<file path="config.mk">
export PLATFORM = sky130hd
export DESIGN_NAME = decode_stage
export DESIGN_NICKNAME = d
export VERILOG_FILES = /design/src/rtl/decode_stage.sv
export SDC_FILE = /design/constraint.sdc
export NUM_CORES = 1
export LEC_CHECK = 0
export BUFFER_PORTS_ARGS = -buffer_cell sky130_fd_sc_hd__clkbuf_2
export CORE_ASPECT_RATIO = 2
export CORE_UTILIZATION = 40
export DETAILED_ROUTE_END_ITERATION = 16
export PLACE_DENSITY = 0.73
export SYNTH_ARGS = -nofsm -noshare
export SYNTH_HDL_FRONTEND = slang
export SYNTH_SLANG_ARGS = --single-unit
</file>
<file path="constraint.sdc">
create_clock -name clk -period 1.8 [get_ports clk]
set_input_delay 0.18 -clock clk [delete_from_list [all_inputs] [get_ports clk]]
set_output_delay 0.18 -clock clk [all_outputs]
set_load 0.05 [all_outputs]
</file>
<file path="src/rtl/decode_stage.sv">
// Single-entry decode stage: splits a 32-bit instruction into ALU op, register
// addresses and an extended immediate, held in a valid/ready output register.
module decode_stage #(
  parameter int XLEN       = 32,
  parameter bit IMM_SIGNED = 1'b1,
  parameter int CNT_W      = 8
) (
  input  logic             clk,
  input  logic             rst,
  input  logic             in_valid,
  output logic             in_ready,
  input  logic [31:0]      in_instr,
  input  logic             flush,
  output logic             out_valid,
  input  logic             out_ready,
  output logic [2:0]       out_alu_op,
  output logic [4:0]       out_rs1,
  output logic [4:0]       out_rs2,
  output logic [4:0]       out_rd,
  output logic [XLEN-1:0]  out_imm,
  output logic             out_uses_rs2,
  output logic             out_illegal,
  output logic [CNT_W-1:0] illegal_count
);

  typedef enum logic {EMPTY, FULL} state_t;

  state_t           state;
  logic [6:0]       opcode;
  logic             accept;
  logic [XLEN-1:0]  immExt;
  logic [2:0]       decAluOp;
  logic [4:0]       decRs1;
  logic [4:0]       decRs2;
  logic [4:0]       decRd;
  logic [XLEN-1:0]  decImm;
  logic             decUsesRs2;
  logic             decIllegal;

  assign opcode    = in_instr[31:25];
  assign immExt    = IMM_SIGNED ? {{(XLEN-10){in_instr[9]}}, in_instr[9:0]}
                                : {{(XLEN-10){1'b0}}, in_instr[9:0]};
  assign out_valid = (state == FULL);
  assign in_ready  = !rst && !flush && (!out_valid || out_ready);
  assign accept    = in_valid && in_ready;

  // Fields not used by an opcode class decode to zero so downstream never sees stale bits.
  always_comb begin
    decAluOp   = 3'd0;
    decRs1     = 5'd0;
    decRs2     = 5'd0;
    decRd      = 5'd0;
    decImm     = '0;
    decUsesRs2 = 1'b0;
    decIllegal = 1'b0;
    case (opcode)
      7'd0, 7'd1: begin
        decAluOp = opcode[2:0];
      end
      7'd2, 7'd3, 7'd4, 7'd5: begin
        decAluOp   = opcode[2:0];
        decRs1     = in_instr[24:20];
        decRs2     = in_instr[19:15];
        decRd      = in_instr[14:10];
        decUsesRs2 = 1'b1;
      end
      7'd6, 7'd7: begin
        decAluOp = opcode[2:0];
        decRs1   = in_instr[24:20];
        decRd    = in_instr[14:10];
        decImm   = immExt;
      end
      default: begin
        decIllegal = 1'b1;
      end
    endcase
  end

  // Flush wins over the handshake and leaves the data fields untouched.
  always_ff @(posedge clk) begin
    if (rst) begin
      state         <= EMPTY;
      out_alu_op    <= 3'd0;
      out_rs1       <= 5'd0;
      out_rs2       <= 5'd0;
      out_rd        <= 5'd0;
      out_imm       <= '0;
      out_uses_rs2  <= 1'b0;
      out_illegal   <= 1'b0;
      illegal_count <= '0;
    end else if (flush) begin
      state <= EMPTY;
    end else if (accept) begin
      state        <= FULL;
      out_alu_op   <= decAluOp;
      out_rs1      <= decRs1;
      out_rs2      <= decRs2;
      out_rd       <= decRd;
      out_imm      <= decImm;
      out_uses_rs2 <= decUsesRs2;
      out_illegal  <= decIllegal;
      if (decIllegal && (illegal_count != {CNT_W{1'b1}})) begin
        illegal_count <= illegal_count + CNT_W'(1);
      end
    end else if (out_ready) begin
      state <= EMPTY;
    end
  end

endmodule

</file>
==> flow_metrics.env, run 1 <==
export IMPL_cts_resized=0
export IMPL_synth_ff_type="dfxtp_1"
export IMPL_pre_cts_slack_ns=0.204
export IMPL_num_rows=33
export IMPL_core_sq_um=4170
export IMPL_dieArea_sq_um=4720
export IMPL_required_ns=1.98
export IMPL_synth_fp_nets=221
export IMPL_synth_enable_flop_cells=0
export IMPL_routed_via_density=5.11
export IMPL_status="complete, no violations"
export IMPL_synthCells=183
export IMPL_die_w_um=49.1
export IMPL_cts_hold_buf=0
export IMPL_final_setup_worst_slack_ns=0.194
export IMPL_grt_util_all_layers_pct=18.4
export IMPL_clkLatencyLatePin_ns=0.29
export IMPL_clk_pin_slew_ns=0.07
export IMPL_gp_congestion=0.791
export IMPL_worst_slew_pin_slew_ns=0.606
export IMPL_final_cell_mix="clkbuf_2, dfxtp_1, nor2_1"
export IMPL_comb_power_share_pct=8.5
export IMPL_wl_per_cell_um=13.7
export IMPL_dp_hpwl_um=3290
export IMPL_post_route_period_util_pct=89.2
export IMPL_rsz0062_at_grt="no"
export IMPL_crit_type="flip-flop to flip-flop"
export IMPL_cellPowerDensity_nw_per_um2=784
export IMPL_place_port_buffers=98
export IMPL_grt_antenna_before_repair=0
export IMPL_grt_max_degree=25
export IMPL_drt_iter0_drc=29
export IMPL_syn2layout_area_growth_pct=27.7
export IMPL_num_vias=1598
export IMPL_gr_total_overflow=0
export IMPL_syn_avg_cell_area_sq_um=9.68
export IMPL_firstDrtPassIters=4
export IMPL_internal_power_mw=1.37
export IMPL_max_freq_mhz=623
export IMPL_p_switching_mw=0.402
export IMPL_post_cts_buffers=0
export IMPL_synth_area_sq_um=1770
export IMPL_hold_violations=0
export IMPL_pwr_share_seq_pct=49.2
export IMPL_cts_made_buffers=5
export IMPL_swShare_pct=22.7
export IMPL_async_flop_share_pct=0
export IMPL_final_util_pct=54.2
export IMPL_grt_pass1_vias=1435
export IMPL_worstSetupStartpointType="flip-flop"
export IMPL_min_path_type="primary input to flip-flop"
export IMPL_nNetsFinal=298
export IMPL_n_antenna_cell=0
export IMPL_peakVddDrop_uv=547
export IMPL_crit_path_end_kind="flip-flop"
export IMPL_cp_arrival_ns=1.79
export IMPL_drive_above_1_share_pct=47.1
export IMPL_setup_violations=0
export IMPL_drc=0
export IMPL_seq_area_frac_synth_pct=44.1
export IMPL_htree_levels=2
export IMPL_clock_power_share_pct=42.4
export IMPL_layout_commonest_cell="clkbuf_2"
export IMPL_synth_seq_cells=39
export IMPL_drv_cap=0
export IMPL_cts_tree="done"
export IMPL_slew_violations=0
export IMPL_finalCriticalPeriod_ns=1.61
export IMPL_fp_dieH_um=96.1
export IMPL_path_max_fanout=10
export IMPL_initial_core_util_pct=42.5
export IMPL_r2r_cells=4
export IMPL_cts_path_max_buffers=2
export IMPL_ys_types=38
export IMPL_tns_ns=0
export IMPL_ant_nets=0
export IMPL_wl_um=4290
export IMPL_skew_ns=0.00384
export IMPL_hold_path_cell_count=2
export IMPL_clock_root_buffer="clkbuf_8"
export IMPL_yosysWarnings=0
export IMPL_p_leak_nw=1.03
export IMPL_grt_first_pass_wirelength_um=6560
export IMPL_timing_slew_headroom_pct=59.2
export IMPL_io_pins=99
export IMPL_clock_sinks=39
path summary, 6_finish.rpt:
kind               startpoint                to  slack [ns]
max          illegal_count[0]  illegal_count[5]        0.19
min              in_instr[15]        out_rs2[0]        0.10
max reg2reg  illegal_count[0]  illegal_count[5]        0.19
min reg2reg     out_alu_op[2]     out_alu_op[2]        0.45
layout make-up:
| type | instances | area (sq um) |
|---|---|---|
| Inverter | 2 | 7.51 |
| Tap cell | 52 | 65.1 |
| Timing Repair Buffer | 104 | 548 |
| Multi-Input combinational cell | 108 | 743 |
| Clock buffer | 6 | 82.6 |
| Clock inverter | 2 | 35.0 |
| Fill cell | 401 | 1910 |
| Sequential cell | 39 | 781 |
cells in the mapped netlist (3+ instances only):
library cell / n / share of area, %
buf_2: 6 / 1.7
dfxtp_1: 39 / 44
nand2_1: 7 / 1.5
a22o_1: 5 / 2.5
a21oi_1: 6 / 1.7
nor2_1: 27 / 5.7
nand3_1: 7 / 2.0
nor2b_1: 3 / 1.1
a32oi_1: 21 / 10
buf_6: 3 / 1.9
buf_4: 22 / 9.3
through the flow:
stage	cells	cell area [sq um]	power [mW]	hold WS, ns
after floorplan	183	1770	0.978	0.306
after global placement	305	2140	1.04	0.391
after detailed placement	305	2140	1.04	0.400
after CTS	313	2260	1.79	0.0965
after global routing	313	2260	1.84	0.108
final	313	2260	1.77	0.103
power by group through the flow:
| stage | Sequential [mW] | Clock, mW | Combinational (mW) |
|---|---|---|---|
| finish | 0.872 | 0.751 | 0.150 |
| detailed placement | 0.892 | 0 | 0.152 |
| CTS | 0.871 | 0.769 | 0.152 |
| global route | 0.872 | 0.801 | 0.164 |
| floorplan | 0.910 | 0 | 0.0683 |
| global placement | 0.892 | 0 | 0.150 |
critical path: stages, from the launching register on:
cell,delay [ns]
dfxtp_1,0.35
ha_1,0.27
and4_1,0.32
nor4_2,0.24
mux2_4,0.33
cell families (layout without fill, tap and decap cells):
kind of cell	Yosys count	after routing	share of synthesized area, %
compound gates	38	38	17.1
xor+xnor	1	1	0.494
fa+ha+maj	1	1	0.706
buf+inv	36	114	14.0
flops	39	39	44.1
mux	4	4	2.82
simple gates	64	64	20.8
sequential cells by signal, summed over array words and instances, names as in the netlist:
name,flops
out_illegal,1
illegal_count,8
out_rs2,5
out_valid,1
out_rd,5
out_uses_rs2,1
out_imm,10
out_alu_op,3
out_rs1,5
per-layer routing:
layer	track usage, %	up-vias	routed length (um)	share of wire [%]
li1	-	805	-	-
met1	19.7	737	1650	38
met2	34.4	52	2420	56
met3	3.79	4	174	4.1
met4	7.35	0	48	1.1
met5	0	-	0	0
Power figures use the tool's default switching activity.
==> run 2: changes to the inputs <==
--- a/config.mk
+++ b/config.mk
@@ -8,8 +8,10 @@
 export BUFFER_PORTS_ARGS = -buffer_cell sky130_fd_sc_hd__clkbuf_2
 export CORE_ASPECT_RATIO = 2
 export CORE_UTILIZATION = 40
+export CTS_CLUSTER_DIAMETER = 120
 export DETAILED_ROUTE_END_ITERATION = 16
-export PLACE_DENSITY = 0.73
+export PLACE_DENSITY = 0.78
+export REMOVE_ABC_BUFFERS = 1
 export SYNTH_ARGS = -nofsm -noshare
 export SYNTH_HDL_FRONTEND = slang
 export SYNTH_SLANG_ARGS = --single-unit
==> run 2 against run 1 <==
  * Die area did not move
  * Combinational power is essentially flat
  * Flip-flop and latch count is the same
  * Largest cell class unchanged
  * Critical path depth did not move
  * Non-clock buffer count fell by 1
  * Critical endpoint is now illegal_count[1]
  * Critical path type unchanged
  * Largest power group unchanged
==> flow_metrics.env, run 2 (synthesis results as in run 1) <==
export IMPL_fillerInstances=427
export IMPL_dieArea_sq_um=4720
export IMPL_max_freq_mhz=634
export IMPL_grt_antenna_before_repair=0
export IMPL_firstDrtPassIters=4
export IMPL_cts_hold_buf=0
export IMPL_grt_max_degree=30
export IMPL_drc=0
export IMPL_clock_root_buffer="clkbuf_8"
export IMPL_largest_register="out_imm"
export IMPL_post_route_period_util_pct=87.7
export IMPL_status="complete, no violations"
export IMPL_drive_above_1_share_pct=46.5
export IMPL_ant_nets=0
export IMPL_initial_core_util_pct=42.5
export IMPL_peakVddDrop_uv=625
export IMPL_pre_cts_slack_ns=0.180
export IMPL_place_port_buffers=98
export IMPL_gr_total_overflow=0
export IMPL_top_regs="out_imm: 10 flops, illegal_count: 8 flops"
export IMPL_wl_um=4190
export IMPL_p_leak_nw=1.02
export IMPL_grt_util_all_layers_pct=17.5
export IMPL_routed_via_density=5.23
export IMPL_min_path_type="primary input to flip-flop"
export IMPL_timing_slew_headroom_pct=60.4
export IMPL_crit_slowest_cell="dfxtp_1"
export IMPL_stdcell_count=312
export IMPL_grt_first_pass_wirelength_um=6290
export IMPL_gp_congestion=0.848
export IMPL_drt_iter0_drc=43
export IMPL_path_cells="ha_1 -> and4_1 -> nor2_2 -> mux2_4"
export IMPL_core_sq_um=4170
export IMPL_final_setup_worst_slack_ns=0.222
export IMPL_nNetsFinal=297
export IMPL_worstSetupStartpointType="flip-flop"
export IMPL_clock_sinks=39
export IMPL_num_rows=33
export IMPL_final_cell_mix="clkbuf_2, dfxtp_1, nor2_1"
export IMPL_largest_register_ffs=10
export IMPL_wl_per_cell_um=13.4
export IMPL_required_ns=1.97
export IMPL_cts_made_buffers=5
export IMPL_clkLatencyLatePin_ns=0.29
export IMPL_rsz0062_at_grt="no"
export IMPL_cts_tree="done"
export IMPL_cp_arrival_ns=1.75
export IMPL_hold_violations=0
export IMPL_slowest_delay_ns=0.41
export IMPL_path_max_fanout=10
export IMPL_fp_dieH_um=96.1
export IMPL_finalCriticalPeriod_ns=1.58
export IMPL_io_pins=99
export IMPL_crit_path_end_kind="flip-flop"
export IMPL_final_util_pct=53.6
export IMPL_die_w_um=49.1
export IMPL_clk_pin_slew_ns=0.07
export IMPL_slew_violations=0
export IMPL_cellPowerDensity_nw_per_um2=736
export IMPL_layout_commonest_cell="clkbuf_2"
export IMPL_drv_cap=0
export IMPL_grt_pass1_vias=1354
export IMPL_dp_cells=304
export IMPL_num_vias=1633
export IMPL_post_cts_buffers=0
export IMPL_setup_violations=0
export IMPL_cts_path_max_buffers=2
export IMPL_dp_hpwl_um=3210
export IMPL_syn2layout_area_growth_pct=26.3
export IMPL_cts_resized=0
export IMPL_htree_levels=2
export IMPL_skew_ns=0.00436
export IMPL_crit_type="flip-flop to flip-flop"
export IMPL_n_antenna_cell=0
export IMPL_worst_slew_pin_slew_ns=0.593
-- run 2: cell count changes in the layout (fill, tap and decap cells not counted) --
cell       delta
clkbuf_8      +1
buf_4         -1
clkbuf_1      +1
clkinv_2      -1
bufinv_16     -1
-- run 2: layout make-up --
class                   count  area (sq um)  share of cell area (%)
clock buffers               8           100                    4.47
inverters                   2          7.51                   0.336
multi-input cells         108           743                    33.2
flip-flops and latches     39           781                    34.9
well taps                  52          65.1                    2.91
repair buffers            103           541                    24.2
-- run 2: through the flow --
| step | setup TNS [ns] | cell area [sq um] | hold slack (ns) | power [mW] |
|---|---|---|---|---|
| finish | 0 | 2240 | 0.105 | 1.65 |
| global route | 0 | 2240 | 0.104 | 1.72 |
| CTS | 0 | 2240 | 0.0939 | 1.68 |
| detailed placement | 0 | 2140 | 0.399 | 1.04 |
| global placement | 0 | 2140 | 0.394 | 1.04 |
| floorplan | -146.17 | 1530 | 0.249 | 0.961 |
-- run 2: final timing paths --
| check | from | to | slack, ns | cells past startpoint |
|---|---|---|---|---|
| worst min register to register | out_alu_op[0] | out_alu_op[0] | 0.45 | 2 |
| worst max-delay path | illegal_count[0] | illegal_count[1] | 0.22 | 4 |
| worst max register to register | illegal_count[0] | illegal_count[1] | 0.22 | 4 |
| worst min-delay path | in_instr[17] | out_rs2[2] | 0.11 | 2 |
-- run 2: power breakdown --
part,internal [mW],switching [mW],total [mW]
Clock,0.349,0.277,0.626
Combinational,0.0521,0.0950,0.147
Sequential,0.868,0.00429,0.872
-- run 2: worst max-delay path: cells and delay by family, from the launching register on --
kind / cells / cell delay [ns]
fa+ha+maj: 1 / 0.26
flops: 1 / 0.41
mux: 1 / 0.30
simple gates: 2 / 0.50
-- run 2: per-layer routing --
metal | vias up | track usage, % | wire [um]
met5 | - | 0 | 0
met4 | 0 | 10.3 | 76
met3 | 6 | 3.79 | 261
met2 | 75 | 32.2 | 2310
met1 | 742 | 17.8 | 1540
li1 | 810 | - | -
==> run 3: changes to the inputs <==
--- a/config.mk
+++ b/config.mk
@@ -10,8 +10,9 @@
 export CORE_UTILIZATION = 40
 export CTS_CLUSTER_DIAMETER = 120
 export DETAILED_ROUTE_END_ITERATION = 16
-export PLACE_DENSITY = 0.78
+export PLACE_DENSITY = 0.73
 export REMOVE_ABC_BUFFERS = 1
+export SLEW_MARGIN = 25
 export SYNTH_ARGS = -nofsm -noshare
 export SYNTH_HDL_FRONTEND = slang
 export SYNTH_SLANG_ARGS = --single-unit
==> run 3 against run 2 <==
  * Global-route usage grew 0.55 points
  * Register-to-register slack about the same
  * Maximum frequency decreased by 0.12%
  * Die area stayed put
  * Critical path type is now flip-flop to output pin
  * Utilization is 0.090 points higher
  * Critical path depth fell by 1
  * Clock power is 11% lower
  * Largest power group unchanged
  * Highest routed layer unchanged
  * Worst hold slack better by 0.0015 ns
  * First-iteration DRC count down 74%
==> flow_metrics.env, run 3 (synthesis results as in run 1) <==
export IMPL_status="complete, no violations"
export IMPL_gp_congestion=0.850
export IMPL_comb_power_share_pct=9.5
export IMPL_pwr_share_seq_pct=55.2
export IMPL_grt_util_all_layers_pct=18.1
export IMPL_grt_antenna_before_repair=0
export IMPL_routed_via_density=5.23
export IMPL_num_vias=1646
export IMPL_stdcell_count=315
export IMPL_rrSetupSlack_ns=0.23
export IMPL_max_freq_mhz=633
export IMPL_gr_total_overflow=0
export IMPL_final_cell_mix="clkbuf_2, dfxtp_1, nor2_1"
export IMPL_top_regs="out_imm: 10 flops, illegal_count: 8 flops"
export IMPL_slew_violations=0
export IMPL_layout_commonest_cell="clkbuf_2"
export IMPL_htree_levels=2
export IMPL_slowest_delay_ns=0.40
export IMPL_clk_pin_slew_ns=0.07
export IMPL_post_cts_buffers=0
export IMPL_required_ns=1.62
export IMPL_dieArea_sq_um=4720
export IMPL_final_util_pct=53.7
export IMPL_clock_power_share_pct=35.3
export IMPL_drc=0
export IMPL_dp_cells=307
export IMPL_cellPowerDensity_nw_per_um2=705
export IMPL_cp_arrival_ns=1.40
export IMPL_clock_root_buffer="clkbuf_8"
export IMPL_clkLatencyLatePin_ns=0.29
export IMPL_fp_dieH_um=96.1
export IMPL_min_path_type="primary input to flip-flop"
export IMPL_io_pins=99
export IMPL_crit_path_end_kind="output pin"
export IMPL_drive_above_1_share_pct=46.8
export IMPL_rsz0062_at_grt="no"
export IMPL_largest_register="out_imm"
export IMPL_crit_slowest_cell="nor2b_1"
export IMPL_r2r_start="illegal_count[3]"
export IMPL_p_switching_mw=0.386
export IMPL_num_rows=33
export IMPL_crit_type="flip-flop to output pin"
export IMPL_r2r_cells=4
export IMPL_post_route_period_util_pct=87.8
export IMPL_drt_iter0_drc=11
export IMPL_place_port_buffers=98
export IMPL_cts_tree="done"
export IMPL_worst_slew_pin_slew_ns=0.624
export IMPL_cts_path_max_buffers=2
export IMPL_cts_hold_buf=0
export IMPL_swShare_pct=24.5
export IMPL_wl_um=4180
export IMPL_n_antenna_cell=0
export IMPL_finalCriticalPeriod_ns=1.58
export IMPL_cts_made_buffers=5
export IMPL_dp_hpwl_um=3220
export IMPL_grt_max_degree=26
export IMPL_drv_cap=0
export IMPL_path_cells="nor2b_1 -> nor2_1 -> clkbuf_2"
export IMPL_ant_nets=0
export IMPL_firstDrtPassIters=4
export IMPL_hold_violations=0
export IMPL_path_max_fanout=3
export IMPL_largest_register_ffs=10
export IMPL_wl_per_cell_um=13.3
export IMPL_timing_slew_headroom_pct=58.3
export IMPL_setup_violations=0
export IMPL_internal_power_mw=1.19
export IMPL_syn2layout_area_growth_pct=26.5
export IMPL_clock_sinks=39
export IMPL_rr_endpoint="illegal_count[1]"
export IMPL_peakVddDrop_uv=487
export IMPL_worstSetupStartpointType="flip-flop"
export IMPL_nNetsFinal=300
export IMPL_p_leak_nw=1.03
export IMPL_tns_ns=0
export IMPL_critPathCapture="in_ready"
export IMPL_crit_start="out_valid"
export IMPL_fillerInstances=437
export IMPL_grt_pass1_vias=1486
export IMPL_die_w_um=49.1
export IMPL_skew_ns=0.00753
export IMPL_grt_first_pass_wirelength_um=6540
export IMPL_cts_resized=0
export IMPL_core_sq_um=4170
export IMPL_initial_core_util_pct=42.5
-- run 3: cell types whose count changed in the layout (fill, tap and decap cells not counted), sizes merged --
cell / before / now
buf: 5 / 8
clkbuf: 106 / 105
clkinv: 0 / 1
-- run 3: routing by layer --
layer  track usage, %  share of wire (%)  wire (um)  vias up
li1                 -                  -          -      810
met1             18.6                 38       1580      755
met2             33.2                 55       2280       69
met3             3.79                4.7        195       12
met4             10.0                3.0        125        0
met5                0                  0          0        -
-- run 3: layout make-up --
class	count	area [sq um]	share of cell area [%]
inverters	2	7.51	0.335
clock buffers	7	76.3	3.41
clock inverters	1	5.00	0.223
well taps	52	65.1	2.90
flip-flops and latches	39	781	34.8
repair buffers	106	563	25.1
multi-input cells	108	743	33.2
-- run 3: per-stage QoR --
stage / hold WS, ns / total power [mW] / setup slack (ns) / area (sq um)
2_1_floorplan: 0.249 / 0.961 / -6.34 / 1530
3_3_place_gp: 0.392 / 1.04 / 0.201 / 2160
3_5_place_dp: 0.396 / 1.04 / 0.181 / 2160
4_1_cts: 0.0984 / 1.60 / 0.190 / 2240
5_1_grt: 0.113 / 1.65 / 0.120 / 2240
6_report: 0.107 / 1.58 / 0.220 / 2240
-- run 3: critical path: cells and delay by family, from the launching register on --
family / cells / cell delay (ns)
buf+inv: 1 / 0.26
simple gates: 2 / 0.50
flops: 1 / 0.36
-- run 3: worst min path at each step --
stage	startpoint	to	slack, ns	cells past startpoint
finish	in_instr[17]	out_rs2[2]	0.11	2
floorplan	rst	illegal_count[0]	0.25	1
global route	in_instr[16]	out_rs2[1]	0.11	2
detailed placement	in_instr[18]	out_rs2[3]	0.40	2
global placement	in_instr[16]	out_rs2[1]	0.39	2
CTS	in_instr[18]	out_rs2[3]	0.1	2
-- run 3: power groups by stage --
| stage | Clock [mW] | Combinational (mW) | Sequential, mW |
|---|---|---|---|
| floorplan | 0 | 0.0494 | 0.912 |
| global placement | 0 | 0.151 | 0.891 |
| detailed placement | 0 | 0.152 | 0.891 |
| CTS | 0.579 | 0.152 | 0.871 |
| global route | 0.614 | 0.162 | 0.872 |
| finish | 0.558 | 0.151 | 0.871 |
